`src/rtl/rv_pkg.sv`:
```
// Shared RV32 constants and fetch-stage types.
// Imported by the fetch stage and the control decoder.
package rv_pkg;

    localparam int XLEN_DEFAULT = 32;

    localparam logic [31:0] NOP_INSTR = 32'h0000_0013;

    typedef enum logic [1:0] {
        S_REQ  = 2'd0,
        S_WAIT = 2'd1,
        S_DROP = 2'd2
    } fetch_state_e;

    localparam logic [6:0] OP_RTYPE  = 7'b0110011;
    localparam logic [6:0] OP_ITYPE  = 7'b0010011;
    localparam logic [6:0] OP_LOAD   = 7'b0000011;
    localparam logic [6:0] OP_STORE  = 7'b0100011;
    localparam logic [6:0] OP_BRANCH = 7'b1100011;
    localparam logic [6:0] OP_JAL    = 7'b1101111;
    localparam logic [6:0] OP_JALR   = 7'b1100111;
    localparam logic [6:0] OP_LUI    = 7'b0110111;
    localparam logic [6:0] OP_AUIPC  = 7'b0010111;

endpackage

```
`src/rtl/if_fetch_if.sv`:
```
// Instruction memory request/response channel.
// Request is valid/ready; response has no backpressure.
interface if_fetch_if #(
    parameter int XLEN = 32
);

    logic            req_valid;
    logic            req_ready;
    logic [XLEN-1:0] req_addr;
    logic            rsp_valid;
    logic [XLEN-1:0] rsp_data;

    modport master (
        output req_valid,
        output req_addr,
        input  req_ready,
        input  rsp_valid,
        input  rsp_data
    );

    modport slave (
        input  req_valid,
        input  req_addr,
        output req_ready,
        output rsp_valid,
        output rsp_data
    );

endinterface

```
`src/rtl/if_out_buf.sv`:
```
// One-entry instruction/PC holding register for decode.
// Flush dominates load; consume clears valid but keeps data.
module if_out_buf
    import rv_pkg::*;
#(
    parameter int XLEN = XLEN_DEFAULT
) (
    input  logic            clk,
    input  logic            rst_n,
    input  logic            load,
    input  logic [XLEN-1:0] load_instr,
    input  logic [XLEN-1:0] load_pc,
    input  logic            consume,
    input  logic            flush,
    output logic            valid,
    output logic [XLEN-1:0] instr,
    output logic [XLEN-1:0] pc
);

    logic            valid_q, valid_d;
    logic [XLEN-1:0] instr_q, instr_d;
    logic [XLEN-1:0] pc_q, pc_d;

    always_comb begin
        valid_d = valid_q;
        instr_d = instr_q;
        pc_d    = pc_q;
        if (consume) begin
            valid_d = 1'b0;
        end
        if (load) begin
            valid_d = 1'b1;
            instr_d = load_instr;
            pc_d    = load_pc;
        end
        if (flush) begin
            valid_d = 1'b0;
        end
    end

    always_ff @(posedge clk) begin
        if (!rst_n) begin
            valid_q <= 1'b0;
            instr_q <= XLEN'(NOP_INSTR);
            pc_q    <= '0;
        end else begin
            valid_q <= valid_d;
            instr_q <= instr_d;
            pc_q    <= pc_d;
        end
    end

    assign valid = valid_q;
    assign instr = instr_q;
    assign pc    = pc_q;

endmodule

```
`src/rtl/if_fetch.sv`:
```
// Instruction fetch stage: owns the PC, keeps one request in flight,
// and drops stale responses after an execute redirect.
module if_fetch
    import rv_pkg::*;
#(
    parameter int              XLEN     = XLEN_DEFAULT,
    parameter logic [XLEN-1:0] RESET_PC = '0
) (
    input  logic            clk,
    input  logic            rst_n,
    if_fetch_if.master      imem,
    input  logic            redirect_valid,
    input  logic [XLEN-1:0] redirect_pc,
    output logic            id_valid,
    input  logic            id_ready,
    output logic [XLEN-1:0] id_instr,
    output logic [XLEN-1:0] id_pc,
    output logic [6:0]      id_opcode
);

    localparam logic [XLEN-1:0] ALIGN_MASK = ~XLEN'(3);

    fetch_state_e    state_q, state_d;
    logic [XLEN-1:0] pc_q, pc_d;
    logic [XLEN-1:0] inflight_pc_q, inflight_pc_d;

    logic req_valid;
    logic req_fire;
    logic buf_load;
    logic buf_consume;

    // Only issue when the buffer is free or being drained this cycle.
    assign req_valid = rst_n
                     && (state_q == S_REQ)
                     && !redirect_valid
                     && (!id_valid || id_ready);
    assign req_fire  = req_valid && imem.req_ready;

    assign imem.req_valid = req_valid;
    assign imem.req_addr  = pc_q;

    assign buf_consume = id_valid && id_ready;

    always_comb begin
        state_d       = state_q;
        pc_d          = pc_q;
        inflight_pc_d = inflight_pc_q;
        buf_load      = 1'b0;
        if (redirect_valid) begin
            pc_d = redirect_pc & ALIGN_MASK;
            if (state_q != S_REQ) begin
                state_d = imem.rsp_valid ? S_REQ : S_DROP;
            end
        end else begin
            unique case (state_q)
                S_REQ: begin
                    if (req_fire) begin
                        state_d       = S_WAIT;
                        inflight_pc_d = pc_q;
                        pc_d          = pc_q + XLEN'(4);
                    end
                end
                S_WAIT: begin
                    if (imem.rsp_valid) begin
                        state_d  = S_REQ;
                        buf_load = 1'b1;
                    end
                end
                S_DROP: begin
                    if (imem.rsp_valid) begin
                        state_d = S_REQ;
                    end
                end
                default: state_d = S_REQ;
            endcase
        end
    end

    always_ff @(posedge clk) begin
        if (!rst_n) begin
            state_q       <= S_REQ;
            pc_q          <= RESET_PC;
            inflight_pc_q <= '0;
        end else begin
            state_q       <= state_d;
            pc_q          <= pc_d;
            inflight_pc_q <= inflight_pc_d;
        end
    end

    if_out_buf #(
        .XLEN (XLEN)
    ) u_out_buf (
        .clk        (clk),
        .rst_n      (rst_n),
        .load       (buf_load),
        .load_instr (imem.rsp_data),
        .load_pc    (inflight_pc_q),
        .consume    (buf_consume),
        .flush      (redirect_valid),
        .valid      (id_valid),
        .instr      (id_instr),
        .pc         (id_pc)
    );

    assign id_opcode = id_instr[6:0];

    // A response may only land in an empty buffer.
    a_load_empty: assert property (
        @(posedge clk) disable iff (!rst_n) buf_load |-> !id_valid
    );

endmodule

```
`src/flat_wrapper.sv`:
```
// flat-port wrapper written by rule: the top's interface ports become plain ports
module if_fetch_flat import rv_pkg::*;
#(
    parameter int              XLEN     = XLEN_DEFAULT,
    parameter logic [XLEN-1:0] RESET_PC = '0
)
  (clk, rst_n, redirect_valid, redirect_pc, id_valid, id_ready, id_instr, id_pc, id_opcode, imem_req_valid, imem_req_addr, imem_req_ready, imem_rsp_valid, imem_rsp_data);
  if_fetch_if #(.XLEN(XLEN)) imem_i ();
  input  logic clk;
  input  logic rst_n;
  input  logic redirect_valid;
  input  logic [XLEN-1:0] redirect_pc;
  output logic id_valid;
  input  logic id_ready;
  output logic [XLEN-1:0] id_instr;
  output logic [XLEN-1:0] id_pc;
  output logic [6:0] id_opcode;
  output wire logic [$bits(imem_i.req_valid)-1:0] imem_req_valid;
  output wire logic [$bits(imem_i.req_addr)-1:0] imem_req_addr;
  input wire logic [$bits(imem_i.req_ready)-1:0] imem_req_ready;
  input wire logic [$bits(imem_i.rsp_valid)-1:0] imem_rsp_valid;
  input wire logic [$bits(imem_i.rsp_data)-1:0] imem_rsp_data;
  assign imem_req_valid = imem_i.req_valid;
  assign imem_req_addr = imem_i.req_addr;
  assign imem_i.req_ready = imem_req_ready;
  assign imem_i.rsp_valid = imem_rsp_valid;
  assign imem_i.rsp_data = imem_rsp_data;
  if_fetch #(.XLEN(XLEN), .RESET_PC(RESET_PC)) u_core (.clk(clk), .rst_n(rst_n), .imem(imem_i), .redirect_valid(redirect_valid), .redirect_pc(redirect_pc), .id_valid(id_valid), .id_ready(id_ready), .id_instr(id_instr), .id_pc(id_pc), .id_opcode(id_opcode));
endmodule
```
`config.mk`:
```
export PLATFORM = sky130hd
export DESIGN_NAME = if_fetch_flat
export DESIGN_NICKNAME = d
export VERILOG_FILES = /design/src/rtl/rv_pkg.sv /design/src/rtl/if_fetch_if.sv /design/src/rtl/if_out_buf.sv /design/src/rtl/if_fetch.sv /design/src/flat_wrapper.sv
export SDC_FILE = /design/constraint.sdc
export NUM_CORES = 1
export LEC_CHECK = 0
export ABC_AREA = 1
export CORE_AREA = 3 3 115 117
export CTS_CLUSTER_SIZE = 16
export DETAILED_ROUTE_END_ITERATION = 7
export DIE_AREA = 0 0 118 120
export PLACE_DENSITY = 0.88
export SETUP_SLACK_MARGIN = 0.1
export SKIP_LAST_GASP = 1
export SLEW_MARGIN = 20
export SYNTH_ARGS = -nofsm -noshare
export SYNTH_HDL_FRONTEND = slang
export SYNTH_SLANG_ARGS = --single-unit
```
`constraint.sdc`:
```
create_clock -name clk -period 1.96 [get_ports clk]
set_input_delay 0.196 -clock clk [delete_from_list [all_inputs] [get_ports clk]]
set_output_delay 0.196 -clock clk [all_outputs]
set_load 0.01 [all_outputs]
```
==> results.md, run 1 <==
- I/O pin cnt: 175
- Final setup vio count: 0
- CP required: 1.76 ns
- ANT cells: 0
- Worst skew pair latency: 0.42 ns
- R2r worst-path depth: 11
- Final Core Density: 64.9%
- Non-filler instance count after layout: 1,154
- Setup ws final: 0.184 ns
- Overall via count from detail_route: 5,765
- Die H: 120 um
- Grt total ovfl: 0
- Max Used Layer: met4
- Setup TNS: 0 ns
- GPL Wtd Cong: 0.877
- Max-cap viol count: 0
- Total Power: 7.43 mW
- Post-Route M1 WL: 6.54 mm
- Area leader, netlist: dfxtp_1
- Initial cell density of the core: 45.4%
- Synth cell count leaders: nand2_1 (154), nor2_1 (146), dfxtp_1 (125), inv_1 (87), o21ai_0 (83)
- DRT Pass-1 Iters: 5
- Met3 Routed Length: 1.44 mm
- TritonCTS clock tree: yes
- Port Buffers: 168
- Post-Syn Area: 5660 um2
- R2R Setup Slk: 0.21 ns
- Vias in the first global route: 5,512
- Number of fillers in the final layout: 1,068
- Hold Path Depth: 5
- Layout cell share with drive strength beyond 1: 8.45%
- Max Fanout on Critical Path: 3
- Ys flop type: dfxtp_1
- Most common cell in the netlist: nand2_1
- Syn avg cell area: 6.99 um2
- Post-detail-place hpwl: 11.1 mm
- Pleak: 3.40 nW
- Die extent in x: 118 um
- Worst hold path type: in2reg
- Die ar.: 14,200 um2
- Fin area: 8090 um2
- Final worst path period share: 90.6%
- Hold Vio Cnt, Final: 0
- Initial antenna violation count: 0
- Placed Instances: 1,122
- Max VDD drop: 0.000826 V
- Largest net degree at the start of global routing: 74
- Vias per cell: 5.00
- CTS max path bufs: 2
- Power per Cell Area: 918 nW/um2
- CTS sink count: 125
- Fmax: 563 MHz
- Num CTS Buffers: 17
- RSZ-0062 raised after global routing: false
- Detailed Route Iter0 Violations: 469
- Post-synth ARST share: 0%
- Area share of the largest cell type after synthesis: 44.2%
- Reg-to-Reg Start: u_core.state_q[0]
- End of the worst register-to-register path: u_core.imem.req_addr[25]
- Setup Skew: 0.00658 ns
- Drc violations: 0
- EDFF count, synth: 0
- Post-CTS Setup Inserts: 0
- WHS: 0.239 ns
- Hold Path Origin: rst_n
- Worst slack at placement: 0.129 ns
- Root buf cell: clkbuf_16
- Status: complete, no violations
- Worst Path Arrival: 1.58 ns
- Startpoint types: flip-flop
- Mapped Cells: 810
- Routed wl met2: 7.59 mm
- First-pass GRT wire length: 26.1 mm
- Placement row count: 41
- Register area share after synthesis: 44.2%
- Final WL: 15.9 mm
- Area growth, synth to finish: 43.0%
- CTS H-tree depth: 4
- Final Max Tran Viols: 0
- Wire per inst: 13.8 um
- Dpl cell area: 7500 um2
- Final net count: 1,042
- Synth top area cells: dfxtp_1 (44%), nand2_1 (10%), nor2_1 (9.7%)
- Crit path time final: 1.78 ns
- Kind of critical path: reg2out
- Worst Hold End: u_core.state_q[0]
- #FFs+latches synth: 125
- Clock slew at reported path FFs: 0.05 ns
- Distinct cells, synth: 30
- Core footprint: 12,500 um2
- Post-DRT Antenna Nets: 0
- Synth warn: 0
- Crit. End Element: output port
- Total GRT Usage: 22.7%
sequential cells by signal (all words and copies together) (netlist names):
name	cells
u_core.u_out_buf.instr	32
u_core.inflight_pc_q	30
u_core.u_out_buf.valid	1
u_core.imem.req_addr	30
u_core.state_q	2
u_core.u_out_buf.pc	30
worst max-delay path: stages, from the launching register on:
cell           delay (ns)
dfxtp_1              0.31
inv_1                0.08
ha_2                 0.21
nand2_2              0.07
nor2_4               0.14
nand2_1              0.06
inv_1                0.04
dlygate4sd2_1        0.25
where the power goes:
part           total (mW)  internal [mW]  switching [mW]
logic                1.46          0.724           0.738
registers            2.95           2.79           0.161
clock network        3.01           1.86            1.16
cell type report:
type | instances | area (um2) | share of cell area [%]
Clock inverter | 11 | 109 | 1.34
Multi-Input combinational cell | 546 | 2570 | 31.8
Clock buffer | 21 | 470 | 5.81
Sequential cell | 125 | 2500 | 30.9
Timing Repair Buffer | 189 | 1880 | 23.3
Tap cell | 172 | 215 | 2.66
Inverter | 90 | 340 | 4.20
worst max-delay path by stage:
| stage | slack [ns] | cells after the start | end | start |
|---|---|---|---|---|
| after floorplan | 0.38 | 10 | u_core.imem.req_addr[26] | u_core.imem.req_addr[3] |
| after global placement | 0.17 | 9 | u_core.imem.req_addr[25] | redirect_valid |
| after detailed placement | 0.13 | 10 | u_core.imem.req_addr[30] | id_ready |
| after CTS | 0.17 | 11 | u_core.imem.req_addr[30] | u_core.state_q[0] |
| after global routing | 0.08 | 11 | u_core.imem.req_addr[30] | u_core.state_q[0] |
| final | 0.18 | 7 | imem_req_valid | u_core.state_q[0] |
timing repair:
item / 4_1_cts / 5_1_grt
hold buffers: 0 / 0
endpoints found under the hold margin: 0 / 0
gates resized for setup: 2 / 4
setup endpoints to repair: 1 / 32
pin swaps: 0 / 1
gates cloned: 0 / 0
routing by layer:
layer,vias to the layer above,track usage (%)
met2,246,38.1
met1,2594,26.1
met4,0,8.13
met5,-,0
li1,2893,-
met3,32,9.24
cell families after synthesis:
group,share of synthesized area (%)
adder cells (fa/ha/maj),0.663
XOR/XNOR,0.928
other,0.0662
buffers and inverters,10.9
AND/OR/NAND/NOR,28.2
flip-flops,44.2
AO/OA/AOI/OAI,15.0
cell usage in the layout (no fill, tap or decap), types with 5 or more instances in the layout:
cell type / instances
a211oi_2: 11
a21oi_1: 47
a31oi_1: 5
buf_4: 17
clkbuf_16: 17
clkdlybuf4s50_1: 166
dfxtp_1: 124
inv_1: 87
nand2_1: 154
nand3_1: 60
nand4_1: 5
nor2_1: 145
nor2_2: 5
nor2_4: 6
o21ai_0: 83
xor2_1: 5
(Power assumes the default switching activity.)
==> run 2, diff against run 1 <==
==> constraint.sdc (replaced) <==
create_clock -name clk -period 1.96 [get_ports clk]
set_input_delay 0.392 -clock clk [delete_from_list [all_inputs] [get_ports clk]]
set_output_delay 0.392 -clock clk [all_outputs]
set_load 0.01 [all_outputs]
==> run 2 against run 1 <==
Compared with the run above: critical endpoint is now imem_req_addr[6]; critical path type unchanged; core utilization increased by 1.7 points; total power increased by 4.7%; highest routed layer unchanged; cell area increased by 2.6%.
==> results.md, run 2 (same netlist as run 1, synthesis figures left out) <==
- Root buf cell: clkbuf_16
- Die extent in x: 118 um
- Final Max Tran Viols: 0
- Final Core Density: 66.6%
- Initial cell density of the core: 45.4%
- Comb pwr share: 19.6%
- I/O pin cnt: 175
- Fin area: 8310 um2
- Commonest non-fill, non-tap cell in the layout: clkdlybuf4s50_1
- Final setup vio count: 0
- Sequential Power Share: 38.0%
- Pint: 5.68 mW
- WHS: 0.466 ns
- Max reg flops: 32
- Num CTS Buffers: 17
- Total net switching power: 2.10 mW
- Kind of critical path: reg2out
- Pleak: 3.63 nW
- Clock slew at reported path FFs: 0.06 ns
- Register area: 2520 um2
- Setup TNS: 0 ns
- First-pass GRT wire length: 26.1 mm
- Crit. Startpoint: u_core.imem.req_addr[6]
- CP required: 1.57 ns
- CTS sink count: 125
- Port Buffers: 168
- Non-filler instance count after layout: 1,169
- DRT Pass-1 Iters: 6
- Wire per inst: 13.8 um
- Most frequent cells in the layout: clkdlybuf4s50_1 (156), nand2_1 (154), nor2_1 (145), dfxtp_1 (114), inv_1 (85)
- Setup Skew: 0.00642 ns
- Overall via count from detail_route: 5,826
- Hold Path Origin: u_core.inflight_pc_q[25]
- CTS max path bufs: 2
- Post-detail-place hpwl: 11.5 mm
- Vias per cell: 4.98
- Layout cell share with drive strength beyond 1: 11.2%
- Initial antenna violation count: 0
- Total Power: 7.78 mW
- Core footprint: 12,500 um2
- Area growth, synth to finish: 46.8%
- Largest net degree at the start of global routing: 51
- Multi-input gate area: 2580 um2
- Setup ws final: 0.132 ns
- Worst hold path type: reg2reg
- Power share of the clock group: 42.4%
- Dpl cell area: 7630 um2
- Number of fillers in the final layout: 1,024
- Grt total ovfl: 0
- ANT cells: 0
- Switch share: 27.0%
- Startpoint types: flip-flop
- Final WL: 16.2 mm
- Worst slack at placement: -0.0742 ns
- Max VDD drop: 0.000474 V
- Crit. End Element: output port
- Die ar.: 14,200 um2
- Hold Vio Cnt, Final: 0
- Detailed Route Iter0 Violations: 522
- Crit path time final: 1.83 ns
- Drc violations: 0
- Total GRT Usage: 22.8%
- Final worst path period share: 93.2%
- CTS H-tree depth: 4
- Worst Path Arrival: 1.44 ns
- Worst skew pair latency: 0.42 ns
- Vias in the first global route: 5,395
- Placement row count: 41
- RSZ-0062 raised after global routing: true
- Power per Cell Area: 936 nW/um2
- Reg-to-Reg Start: u_core.imem.req_addr[2]
- Status: complete, no violations
- Max-cap viol count: 0
- Post-DRT Antenna Nets: 0
- Max Fanout on Critical Path: 5
- GPL Wtd Cong: 0.893
- TritonCTS clock tree: yes
- Final net count: 1,057
- Fmax: 547 MHz
- Placed Instances: 1,136
- Die H: 120 um
-- run 2: cell count changes in the layout (fill, tap and decap cells not counted), moves of 2 or more --
cell             previous run  this run
inv_6                       3         0
dlygate4sd2_1               1         4
buf_12                      4         6
clkdlybuf4s50_1           166       156
inv_1                      87        85
bufinv_16                   1         3
clkinvlp_4                  4         2
dfxtp_2                     1        11
dfxtp_1                   124       114
clkinv_4                    2         6
dlymetal6s2s_1              0         6
buf_4                      17        30
inv_2                       1         4
-- run 2: what timing repair did --
item | in CTS | in global routing
setup buffers | 0 | 1
resized for setup | 12 | 18
hold endpoints to repair | 0 | 0
hold buffers | 0 | 0
cloned | 0 | 0
pin swaps | 0 | 3
endpoints found under the setup margin | 10 | 24
-- run 2: layout make-up --
class                           count  share of cell area (%)
Sequential cell                   125                    30.3
Clock buffer                       20                    5.62
Clock inverter                     12                    1.96
Tap cell                          172                    2.59
Multi-Input combinational cell    546                    31.1
Inverter                           90                    4.07
Timing Repair Buffer              204                    24.4
-- run 2: critical path, cell delays in order, from the launching register on --
cell,delay (ns)
dfxtp_1,0.32
buf_4,0.14
clkdlybuf4s50_1,0.56
-- run 2: worst paths after layout --
kind / endpoint / cells after the start / slack (ns)
setup / recovery: imem_req_addr[6] / 2 / 0.13
hold / removal: u_core.inflight_pc_q[25] / 2 / 0.47
setup reg to reg: u_core.imem.req_addr[26] / 10 / 0.25
hold reg to reg: u_core.inflight_pc_q[25] / 2 / 0.47
-- run 2: routing by layer --
metal / GRT usage, % / up-vias / routed length [um] / part of all wire [%]
li1: - / 2915 / - / -
met1: 26.9 / 2661 / 6780 / 42
met2: 38.0 / 225 / 7770 / 48
met3: 8.53 / 25 / 1420 / 8.8
met4: 8.06 / 0 / 201 / 1.2
met5: 0 / - / 0 / 0
-- run 2: power by group through the flow --
stage                     Combinational, mW  Clock, mW  Sequential (mW)
after floorplan                       0.646          0             3.07
after global placement                 1.47          0             2.99
after detailed placement               1.50          0             3.00
after CTS                              1.51       3.34             2.95
after global routing                   1.67       3.44             2.99
final                                  1.52       3.30             2.95
